[src/rtl/cpu_seq_pkg.sv]
// Shared definitions for the CPU run sequencer: FSM state encoding and error codes.
package cpu_seq_pkg;

    typedef enum logic [2:0] {
        ST_IDLE      = 3'd0,
        ST_LOAD      = 3'd1,
        ST_RELEASE   = 3'd2,
        ST_WAIT_DONE = 3'd3,
        ST_START     = 3'd4,
        ST_START_LO  = 3'd5,
        ST_RUN       = 3'd6,
        ST_FINISH    = 3'd7
    } state_t;

    localparam logic [1:0] ERR_NONE     = 2'b00;
    localparam logic [1:0] ERR_LOAD_OVF = 2'b01;
    localparam logic [1:0] ERR_DONE_TMO = 2'b10;
    localparam logic [1:0] ERR_NO_START = 2'b11;

    // States in which the CPU must be held in reset.
    function automatic logic cpu_held(input state_t s);
        return (s == ST_IDLE) || (s == ST_LOAD) || (s == ST_FINISH);
    endfunction

endpackage

[src/rtl/seq_load_ctr.sv]
// Instruction-memory load address counter; saturates at the top address
// instead of wrapping, and flags when it sits there.
module seq_load_ctr #(
    parameter int ADDR_W = 13
) (
    input  logic              clk,
    input  logic              rst,
    input  logic              clr,
    input  logic              inc,
    output logic [ADDR_W-1:0] addr,
    output logic              at_max
);

    assign at_max = &addr;

    always_ff @(posedge clk or posedge rst) begin
        if (rst) begin
            addr <= '0;
        end else if (clr) begin
            addr <= '0;
        end else if (inc && !at_max) begin
            addr <= addr + ADDR_W'(1);
        end
    end

endmodule

[src/rtl/cpu_run_sequencer.sv]
// Host-side sequencer: streams a program into instruction memory with the CPU in
// reset, then releases it, issues start and runs it for a host-set cycle budget.
module cpu_run_sequencer
    import cpu_seq_pkg::*;
#(
    parameter int WORD_W     = 8,
    parameter int ADDR_W     = 13,
    parameter int CYC_W      = 16,
    parameter int START_HOLD = 2,
    parameter int DONE_TMO   = 4
) (
    input  logic              clk,
    input  logic              rst,
    input  logic              load_go,
    input  logic              ld_valid,
    output logic              ld_ready,
    input  logic [WORD_W-1:0] ld_data,
    input  logic              ld_last,
    input  logic              run_req,
    input  logic [CYC_W-1:0]  run_cycles,
    input  logic              abort,
    output logic              busy,
    output logic              run_done,
    output logic              err,
    output logic [1:0]        err_code,
    output logic [CYC_W-1:0]  cycles_used,
    output logic              cpu_rst,
    output logic              cpu_start,
    input  logic              cpu_done,
    output logic              mem_we,
    output logic [ADDR_W-1:0] mem_addr,
    output logic [WORD_W-1:0] mem_wdata,
    output logic [2:0]        dbg_state
);

    localparam logic [CYC_W-1:0] TMO_LAST  = CYC_W'(DONE_TMO - 1);
    localparam logic [CYC_W-1:0] HOLD_LAST = CYC_W'(START_HOLD - 1);
    localparam logic [CYC_W-1:0] CYC_ONE   = CYC_W'(1);

    state_t            state, next_state;
    logic [CYC_W-1:0]  cnt;
    logic [CYC_W-1:0]  budget;
    logic [ADDR_W-1:0] ld_addr;
    logic              at_max;
    logic              beat;
    logic              ctr_clr;
    logic              clr_err;
    logic              set_err;
    logic [1:0]        new_code;
    logic              fin_ok;

    // Load handshake: a beat transfers on a cycle where ld_valid and ld_ready are
    // both high; ld_ready is high exactly while in LOAD. Abort suppresses the beat.
    assign beat      = (state == ST_LOAD) && ld_valid && !abort;
    assign dbg_state = state;

    seq_load_ctr #(.ADDR_W(ADDR_W)) u_ctr (
        .clk    (clk),
        .rst    (rst),
        .clr    (ctr_clr),
        .inc    (beat),
        .addr   (ld_addr),
        .at_max (at_max)
    );

    always_comb begin
        next_state = state;
        ctr_clr    = 1'b0;
        clr_err    = 1'b0;
        set_err    = 1'b0;
        new_code   = ERR_NONE;
        fin_ok     = 1'b0;
        if (abort) begin
            next_state = ST_IDLE;
        end else begin
            case (state)
                ST_IDLE: begin
                    if (load_go) begin
                        next_state = ST_LOAD;
                        ctr_clr    = 1'b1;
                        clr_err    = 1'b1;
                    end else if (run_req) begin
                        clr_err = 1'b1;
                        if (run_cycles == '0) begin
                            next_state = ST_FINISH;
                            fin_ok     = 1'b1;
                        end else begin
                            next_state = ST_RELEASE;
                        end
                    end
                end
                ST_LOAD: begin
                    if (ld_valid) begin
                        if (ld_last) begin
                            next_state = ST_IDLE;
                        end else if (at_max) begin
                            next_state = ST_IDLE;
                            set_err    = 1'b1;
                            new_code   = ERR_LOAD_OVF;
                        end
                    end
                end
                ST_RELEASE: next_state = ST_WAIT_DONE;
                ST_WAIT_DONE: begin
                    if (cpu_done) begin
                        next_state = ST_START;
                    end else if (cnt == TMO_LAST) begin
                        next_state = ST_FINISH;
                        set_err    = 1'b1;
                        new_code   = ERR_DONE_TMO;
                    end
                end
                ST_START: begin
                    if (cnt == HOLD_LAST) next_state = ST_START_LO;
                end
                ST_START_LO: begin
                    // Still idle after start fell means the controller never took it.
                    if (cpu_done) begin
                        next_state = ST_FINISH;
                        set_err    = 1'b1;
                        new_code   = ERR_NO_START;
                    end else begin
                        next_state = ST_RUN;
                    end
                end
                ST_RUN: begin
                    if (cnt == budget - CYC_ONE) begin
                        next_state = ST_FINISH;
                        fin_ok     = 1'b1;
                    end
                end
                ST_FINISH: next_state = ST_IDLE;
                default:   next_state = ST_IDLE;
            endcase
        end
    end

    always_ff @(posedge clk or posedge rst) begin
        if (rst) begin
            state       <= ST_IDLE;
            cnt         <= '0;
            budget      <= '0;
            cpu_rst     <= 1'b1;
            cpu_start   <= 1'b0;
            ld_ready    <= 1'b0;
            busy        <= 1'b0;
            run_done    <= 1'b0;
            err         <= 1'b0;
            err_code    <= ERR_NONE;
            cycles_used <= '0;
            mem_we      <= 1'b0;
            mem_addr    <= '0;
            mem_wdata   <= '0;
        end else begin
            state     <= next_state;
            // cnt measures time spent in the current state.
            cnt       <= (next_state != state) ? '0 : cnt + CYC_ONE;
            cpu_rst   <= cpu_held(next_state);
            cpu_start <= (next_state == ST_START);
            ld_ready  <= (next_state == ST_LOAD);
            busy      <= (next_state != ST_IDLE);
            run_done  <= fin_ok;
            mem_we    <= beat;
            if (state == ST_IDLE && run_req && !load_go && !abort) begin
                budget <= run_cycles;
            end
            if (clr_err) begin
                err      <= 1'b0;
                err_code <= ERR_NONE;
            end
            if (set_err) begin
                err      <= 1'b1;
                err_code <= new_code;
            end
            if (fin_ok) begin
                cycles_used <= (state == ST_RUN) ? budget : '0;
            end
            if (beat) begin
                mem_addr  <= ld_addr;
                mem_wdata <= ld_data;
            end
        end
    end

endmodule

[config.mk]
export PLATFORM = sky130hd
export DESIGN_NAME = cpu_run_sequencer
export DESIGN_NICKNAME = d
export VERILOG_FILES = /design/src/rtl/cpu_seq_pkg.sv /design/src/rtl/seq_load_ctr.sv /design/src/rtl/cpu_run_sequencer.sv
export SDC_FILE = /design/constraint.sdc
export NUM_CORES = 1
export LEC_CHECK = 0
export CAP_MARGIN = 15
export CORE_MARGIN = 4
export CORE_UTILIZATION = 52
export CTS_BUF_LIST = sky130_fd_sc_hd__clkbuf_8 sky130_fd_sc_hd__clkbuf_16
export DETAILED_ROUTE_END_ITERATION = 16
export GPL_TIMING_DRIVEN = 0
export HOLD_SLACK_MARGIN = 0.1
export PLACE_DENSITY = 0.89
export RECOVER_POWER = 25
export SYNTH_ARGS = -nofsm -noshare
export SYNTH_HDL_FRONTEND = slang
export SYNTH_SLANG_ARGS = --single-unit
export TNS_END_PERCENT = 10
[constraint.sdc]
create_clock -name clk -period 5.5 [get_ports clk]
set_clock_uncertainty 0.15 [all_clocks]
set_input_delay 1.1 -clock clk [delete_from_list [all_inputs] [get_ports clk]]
set_output_delay 1.1 -clock clk [all_outputs]
set_load 0.02 [all_outputs]
# --- Yosys cells after proc, flatten, opt, wreduce, memory -nomap -nowiden ---
# Cells that the tools add are included.
totals:
  in_bits: 32
  reg_bits: 94
  elab_cells: 100
classes:
  mux: 50
  reduce_logical: 18
  eq_ne: 14
  add_sub_neg: 3
op_table:
  columns: ["cell", "count"]
  rows:
  - ["two-way mux 3 bit", 11]
  - ["two-way mux 16 bit", 2]
  - ["two-way mux 13 bit", 2]
  - ["two-way mux 1 bit", 25]
  - ["one-hot mux 3 bit (8 select lines)", 1]
  - ["== test 3 bit (second input constant)", 6]
  - ["adder 16 x 1 -> 16 bit (second input constant)", 1]
  - ["== test 16 x 1 -> 1 bit (second input constant)", 1]
  - ["== test 16 bit", 1]
  - ["== test 16 x 2 -> 1 bit (second input constant)", 1]
  - ["zero test 16 bit", 1]
  - ["subtractor 16 x 1 -> 16 bit (second input constant)", 1]
  - ["adder 13 x 1 -> 13 bit (second input constant)", 1]
  - ["AND reduction 13 bit", 1]
  - ["two-way mux 2 bit", 6]
  - ["== test 3 x 1 -> 1 bit (second input constant)", 2]
  - ["== test 3 x 2 -> 1 bit (second input constant)", 2]
  - ["logical AND 1 bit", 6]
  - ["zero test 3 bit", 2]
  - ["one-hot mux 2 bit (3 select lines)", 1]
  - ["nonzero test 2 bit", 2]
  - ["zero test 1 bit", 3]
  - ["!= test 3 bit", 1]
  - ["one-hot mux 1 bit (3 select lines)", 1]
  - ["3 further kinds", 4]

# --- Logic depth before layout (Yosys ltp) ---
# Gate-level depths: netlist (run 1).
logic_depth:
  word_depth: 9
  depth_mapped: 12
  mapped_depth_nobuf: 9

# --- Modules after synthesis ---
# Synthesis (run 1) repeated with hierarchy kept, for this count alone.
hier_totals:
  cells_unflattened: 546
  area_unflattened_um2: 5156.2
modules_own_cells:
  columns: ["mod", "instances", "area_each_um2", "cells_per_inst"]
  rows:
  - ["cpu_run_sequencer", 1, 4405.5, 472]
  - ["seq_load_ctr", 1, 750.7, 74]

# --- Least setup slack after synthesis (run 1) ---
# No wires, ideal clock.
synth_timing:
  path_kind: "in2reg"
  startpoint: "input ld_valid"
  endpoint: "register u_ctr.addr[10]"
  setup_time_ps: 120
  n_path_buf: 1
  setup_slack_ps: 2231
  required_ps: 5230
  arrival_ps: 2999
  path_stages: 8
  cell_sequence: "or3b_2 -> or2_2 -> clkbuf_1 -> a41oi_1 -> and4_1 -> nand3_1 -> xor2_1 -> nor2_1"
synth_via:
  elab_chain_len: 4
synth_rtl:
  columns: ["item", "line_no", "rtl"]
  rows:
  - ["start, declared", "cpu_run_sequencer.sv:15", "input logic ld_valid,"]
  - ["logical AND 1 bit (2 in series)", "cpu_run_sequencer.sv:54", "assign beat = (state == ST_LOAD) && ld_valid && !abort;"]
  - ["logical AND 1 bit", "seq_load_ctr.sv:21", "end else if (inc && !at_max) begin"]
  - ["nonzero test 2 bit (no line)", null, null]
  - ["end signal, assigned", "seq_load_ctr.sv:22", "addr <= addr + ADDR_W'(1);"]
  - ["end, declared", "seq_load_ctr.sv:10", "output logic [ADDR_W-1:0] addr,"]
# No other way between the ends.
# A chain may end at the register's enable or synchronous reset.

# --- Worst setup path in the final report (run 1) ---
# Same ends and word-level chain as after synthesis.

==> qor.yml, run 1 <==
clock_tree:
  clkTransAtPathRegs_ns: 0.10
  cts_tree: "done"
  cts_inserted_buffers: 9
  ctsHoldBuffers: 0
  clk_path_buf_depth: 2
  cts_root_buf: "clkbuf_8"
  post-cts-setup-buffers: 0
  clk_latency_ns: 0.37
  h-tree-depth: 3
  cts_sinks: 94
  post_cts_resized: 0
status:
  violations: "max-capacitance violations, max-slew violations"
  status: "finished, violations left"
global_routing:
  grtUsageTotal_pct: 22.5
  antenna_found_initial: 0
  grt_max_degree: 69
  grt_pass1_vias: 4300
  overflow: 0
  grt_pass1_wl_mm: 20.3
setup_path:
  critPathArrivalTime_ns: 3.84
  path_cells: "clkdlybuf4s50_1 -> or3b_2 -> or2_2 -> clkbuf_1 -> a41oi_1 -> and4_1 -> nand3_1 -> xor2_1 -> nor2_1"
  start_kind: "input pin"
  worstSetupEndpointType: "register"
  r2r-end: "cnt[10]"
  regToRegSetupSlack_ns: 2.16
  slowest_delay_ns: 0.65
  critPathMaxFanout: 9
  crit_type: "input pin to register"
  reg2reg_depth: 9
  r2r-start: "cnt[10]"
  crit_path_top_delay_cell: "a41oi_1"
  crit_path_start: "ld_valid"
  cp.required_ns: 5.65
yosys:
  ys_async_sr_fraction_pct: 100
  synth_area_leaders: "dfrtp_1 (48%), nand2_1 (10%), xor2_1 (4.5%), xnor2_1 (4.0%), mux2i_1 (3.9%)"
  syn-num-nets: 568
  synth-seq-cells: 94
  synth_cell_type_count: 51
  yosysWarnings: 0
  synth_top_area_share_pct: 48.0
  yosysSeqAreaShare_pct: 48.6
  synth-edff-count: 0
  dominantRegCellSynth: "dfrtp_1"
  synth_area_um2: 4840
  synth_top_cell_by_area: "dfrtp_1"
  avgSynthCellArea_um2: 9.10
  synthCells: 532
placed_design:
  dp.cells: 719
  io_buffers: 78
  dp_hpwl_mm: 8.66
  place.gp.congestion: 0.923
  pre_cts_ws_ns: 1.48
  post_dp_cell_area_um2: 5790
routing:
  firstDrtPassIters: 5
  vias_per_cell: 5.65
  detail_route.wl_per_cell_um: 15.9
  routed_wl_mm: 11.7
  postRouteAntennaNets: 0
  dr.first_iter.drc_count: 218
  vias: 4150
  drc: 0
min_path:
  holdCritPathClass: "register to register"
  hp-start: "mem_wdata[6]"
  worstHoldPathCells: 2
  hold_end: "mem_wdata[6]"
run:
  maxCapViolCount: 1
timing:
  setup_viol: 0
  fin_tns_setup_ns: 0
  hold_ws_ns: 0.333
  slew_headroom_pct: -7.91
  rsz0062_at_grt: "no"
  tightest_slew_ns: 1.62
  fmax_ghz: 0.271
  final.period_utilization_pct: 67.2
  slew_violations: 69
  period_minus_slack_ns: 3.70
  setup_ws_ns: 1.80
  hold_viol: 0
die:
  start_util_pct: 54.5
  core_area_um2: 8890
  io_pins: 81
  die-area_um2: 10900
  die_w_um: 105
  die_height_um: 105
  rows: 34
final_layout:
  synthToLayoutAreaGrowth_pct: 23.1
  fin_area_um2: 5960
  layout-drive-gt1-share_pct: 5.74
  n_antenna_cell: 0
  fin_util_pct: 67.1
  final_nets: 658
  instances_no_fill: 735
power:
  leakagePower_nw: 2.80
  ir_drop_mv: 0.143
  p_per_area_nw_per_um2: 337
  power_mw: 2.01
[registers in the layout, summed over array words and instances, names as in the netlist, 2 cells and up]
signal	flops
u_ctr.addr	13
mem_addr	13
cnt	16
dbg_state	3
err_code	2
mem_wdata	8
cycles_used	16
budget	16
[synth_stat cells, types with 4 or more instances]
library cell,n
inv_1,24
mux2i_1,19
xnor2_1,22
o21ai_0,10
nand3_1,9
nand4_1,9
nor3_1,13
or3_1,6
xor2_1,25
nor4_1,13
nor2b_1,4
nor2_1,31
mux2_2,4
or4_1,4
clkbuf_1,25
nand2_1,130
a21oi_1,24
dfrtp_1,93
and3_1,8
nand2b_1,5
a31oi_1,5
ha_1,4
[logic make-up after synthesis]
| group | synth area share [%] |
|---|---|
| flops | 48.6 |
| buf+inv | 4.65 |
| compound gates | 8.14 |
| mux | 4.86 |
| xor+xnor | 8.50 |
| simple gates | 24.2 |
| fa+ha+maj | 1.03 |
[how the worst max path moves through the flow]
stage | endpoint | cells past startpoint
2_1_floorplan | budget[0] | 1
6_report | u_ctr.addr[10] | 9
3_5_place_dp | u_ctr.addr[10] | 9
5_1_grt | cnt[1] | 3
4_1_cts | u_ctr.addr[10] | 9
3_3_place_gp | ld_ready | 2
[routing by layer]
metal  track usage [%]  share of wire, %
met1              29.1                43
met2              37.0                48
met3              4.90               5.9
met4              9.02               2.3
met5                 0                 0
[worst max-delay path, delay by kind of cell]
family          cells  cell delay [ns]
buf+inv             2             0.60
xor+xnor            1             0.15
compound gates      1             0.65
simple gates        5             1.31
[placed cells by master, fill, tap and decap left out, types with 4 or more instances in the layout]
master and instances:
nor3_1 13, nor4_1 13, nor2_1 31, ha_1 4, clkbuf_8 9, xnor2_1 22, mux2_2 4, nand2_1 130
or4_1 4, dfrtp_1 93, nand3_1 9, nand4_1 9, xor2_1 25, and3_1 8, a21oi_1 24, inv_1 24
a31oi_1 5, nand2b_1 5, or3_1 6, clkbuf_1 25, clkdlybuf4s50_1 77, o21ai_0 10, mux2i_1 19, nor2b_1 4
[power by group]
part	internal, mW	switching [mW]	leakage (nW)	total (mW)
Sequential	0.789	0.108	1.26	0.897
Clock	0.212	0.252	0.101	0.464
Combinational	0.279	0.370	1.44	0.649
Total	1.28	0.730	2.80	2.01
[final cells by class]
type	count	area, um^2
plain buffers	30	135
clock buffers	9	124
clock inverters	7	72.6
fillers	682	2930
inverters	24	91.3
multi-input cells	384	2260
flip-flops and latches	94	2350
well taps	108	135
repair buffers	79	786
(Power assumes the default switching activity.)
==> inputs of run 2 (changes only) <==
--- a/config.mk
+++ b/config.mk
@@ -7,12 +7,12 @@
 export LEC_CHECK = 0
 export CAP_MARGIN = 15
 export CORE_MARGIN = 4
-export CORE_UTILIZATION = 52
+export CORE_UTILIZATION = 48
 export CTS_BUF_LIST = sky130_fd_sc_hd__clkbuf_8 sky130_fd_sc_hd__clkbuf_16
 export DETAILED_ROUTE_END_ITERATION = 16
 export GPL_TIMING_DRIVEN = 0
 export HOLD_SLACK_MARGIN = 0.1
-export PLACE_DENSITY = 0.89
+export PLACE_DENSITY = 0.87
 export RECOVER_POWER = 25
 export SYNTH_ARGS = -nofsm -noshare
 export SYNTH_HDL_FRONTEND = slang
==> constraint.sdc (replaced) <==
create_clock -name clk -period 2.95 [get_ports clk]
set_clock_uncertainty 0.15 [all_clocks]
set_input_delay 0.59 -clock clk [delete_from_list [all_inputs] [get_ports clk]]
set_output_delay 0.59 -clock clk [all_outputs]
set_load 0.02 [all_outputs]
==> qor.yml, run 2 (synthesized netlist as in run 1, its figures left out) <==
status:
  violations: "negative setup slack"
  status: "finished, violations left"
global_routing:
  grt_busiest_layer: "met2"
  antenna_found_initial: 0
  overflow: 0
  grt_pass1_vias: 4039
  grtUsageMet1_pct: 28.4
  grt_use_met2_pct: 32.2
  met3_usage_pct: 5.19
  grt_max_degree: 33
  grt_pass1_wl_mm: 19.3
  grtUsageTotal_pct: 20.7
setup_path:
  crit_type: "register to register"
  slowest_delay_ns: 0.53
  crit_path_top_delay_cell: "or4_4"
  critPathBufInv: 3
  cp-endpoint: "cycles_used[0]"
  cp.depth: 10
  cp.required_ns: 3.06
  r2r-start: "budget[4]"
  start_kind: "register"
  crit_path_start: "budget[4]"
  regToRegSetupSlack_ns: -0.009
  critPathMaxFanout: 6
  r2r-end: "cycles_used[0]"
  critPathArrivalTime_ns: 3.07
  worstSetupEndpointType: "register"
  cp_top_family: "simple AND/OR/NAND/NOR gates"
  path_cells: "or4_4 -> buf_6 -> nor4_4 -> mux2i_1 -> nor3b_2 -> a2bb2oi_2 -> nand3b_1 -> buf_6 -> clkbuf_16 -> mux2i_1"
  reg2reg_depth: 10
final_layout:
  layout-drive-gt1-share_pct: 11.3
  fillers: 807
  multi_input_area_um2: 2370
  top_regs: "budget x16, cnt x16, cycles_used x16"
  instances_no_fill: 769
  fin_util_pct: 63.9
  final_common_cell: "nand2_1"
  final_cell_mix: "nand2_1 (130), dfrtp_1 (89), clkdlybuf4s50_1 (77)"
  synthToLayoutAreaGrowth_pct: 29.5
  n_antenna_cell: 0
  final_nets: 667
  seqCellArea_um2: 2360
routing:
  drc: 0
  vias_per_cell: 5.48
  detail_route.wl_per_cell_um: 15.9
  routed_wl_mm: 12.3
  vias: 4214
  dr.first_iter.drc_count: 352
  firstDrtPassIters: 5
  postRouteAntennaNets: 0
die:
  die_height_um: 108
  io_pins: 81
  start_util_pct: 49.3
  rows: 36
  die-area_um2: 11800
  die_w_um: 108
  core_area_um2: 9820
timing:
  setup_ws_ns: -0.00862
  fmax_ghz: 0.338
  slew_headroom_pct: 5.65
  rsz0062_at_grt: "yes"
  hold_viol: 0
  fin_tns_setup_ns: -0.0270
  slew_violations: 0
  final.period_utilization_pct: 100
  hold_ws_ns: 0.331
  period_minus_slack_ns: 2.96
  tightest_slew_ns: 1.41
  setup_viol: 5
placed_design:
  dp_hpwl_mm: 8.84
  place.gp.congestion: 0.916
  dp.cells: 745
  io_buffers: 78
clock_tree:
  h-tree-depth: 3
  clk_latency_ns: 0.37
  cts_root_buf: "clkbuf_8"
  clk_path_buf_depth: 2
  cts_sinks: 94
  clkTransAtPathRegs_ns: 0.09
  cts_inserted_buffers: 9
  cts_tree: "done"
min_path:
  holdCritPathClass: "register to register"
power:
  power_mw: 3.96
  leakagePower_nw: 2.90
  ir_drop_mv: 0.320
  p_per_area_nw_per_um2: 631
run:
  maxCapViolCount: 0
==> run 2: how the worst min path moves through the flow <==
stage,slack [ns],cells after the start,start,to
final,0.33,2,mem_wdata[6],mem_wdata[6]
after global routing,0.36,2,mem_wdata[0],mem_wdata[0]
after CTS,0.34,2,mem_wdata[6],mem_wdata[6]
after detailed placement,0.31,2,mem_wdata[6],mem_wdata[6]
after global placement,0.31,2,mem_wdata[2],mem_wdata[2]
after floorplan,0.32,2,u_ctr.addr[10],mem_addr[10]
==> run 2: repair_timing <==
| item | in CTS | in global routing |
|---|---|---|
| endpoints found under the hold margin | 0 | 0 |
| gates resized for setup | 14 | 21 |
| buffers inserted | 1 | 9 |
| cloned | 0 | 1 |
| pin swaps | 3 | 6 |
| hold buffers | 0 | 0 |
| endpoints found under the setup margin | 37 | 42 |
==> run 2: area by class of cell <==
class                   count  area share [%]
clock inverters             5            1.02
plain buffers              27            2.27
multi-input cells         384            37.8
inverters                  24            1.46
repair buffers             91            14.7
flip-flops and latches     94            37.6
clock buffers              11            2.41
well taps                 133            2.65
==> run 2: stage by stage <==
stage | area, um^2 | worst slack, ns
2_1_floorplan | 4850 | 0.191
3_3_place_gp | 5790 | -0.528
3_5_place_dp | 5830 | -0.580
4_1_cts | 6120 | 0.000590
5_1_grt | 6270 | -0.0994
6_report | 6270 | -0.00862
==> run 2: report_power, final <==
| part | switching (mW) | total, mW | internal, mW |
|---|---|---|---|
| clock | 0.469 | 0.915 | 0.446 |
| sequential | 0.207 | 1.68 | 1.47 |
| combinational | 0.758 | 1.36 | 0.606 |
| total | 1.43 | 3.96 | 2.53 |
==> run 2: tightest hold or removal path, cell delays in order, from the launching register on <==
cell and delay, ns:
dfrtp_1 0.35, nand2_1 0.05, nand2_1 0.05
==> run 2: metal layers <==
metal,part of all wire (%),vias to the layer above
met1,43,2028
met5,0,-
met3,6.9,23
met2,48,174
li1,-,1989
met4,1.6,0
==> inputs of run 3 (changes only) <==
--- a/config.mk
+++ b/config.mk
@@ -14,6 +14,7 @@
 export HOLD_SLACK_MARGIN = 0.1
 export PLACE_DENSITY = 0.87
 export RECOVER_POWER = 25
+export SLEW_MARGIN = 0
 export SYNTH_ARGS = -nofsm -noshare
 export SYNTH_HDL_FRONTEND = slang
 export SYNTH_SLANG_ARGS = --single-unit
==> results of run 3 <==
Final layout, timing and power as in run 2 (identical DEF).
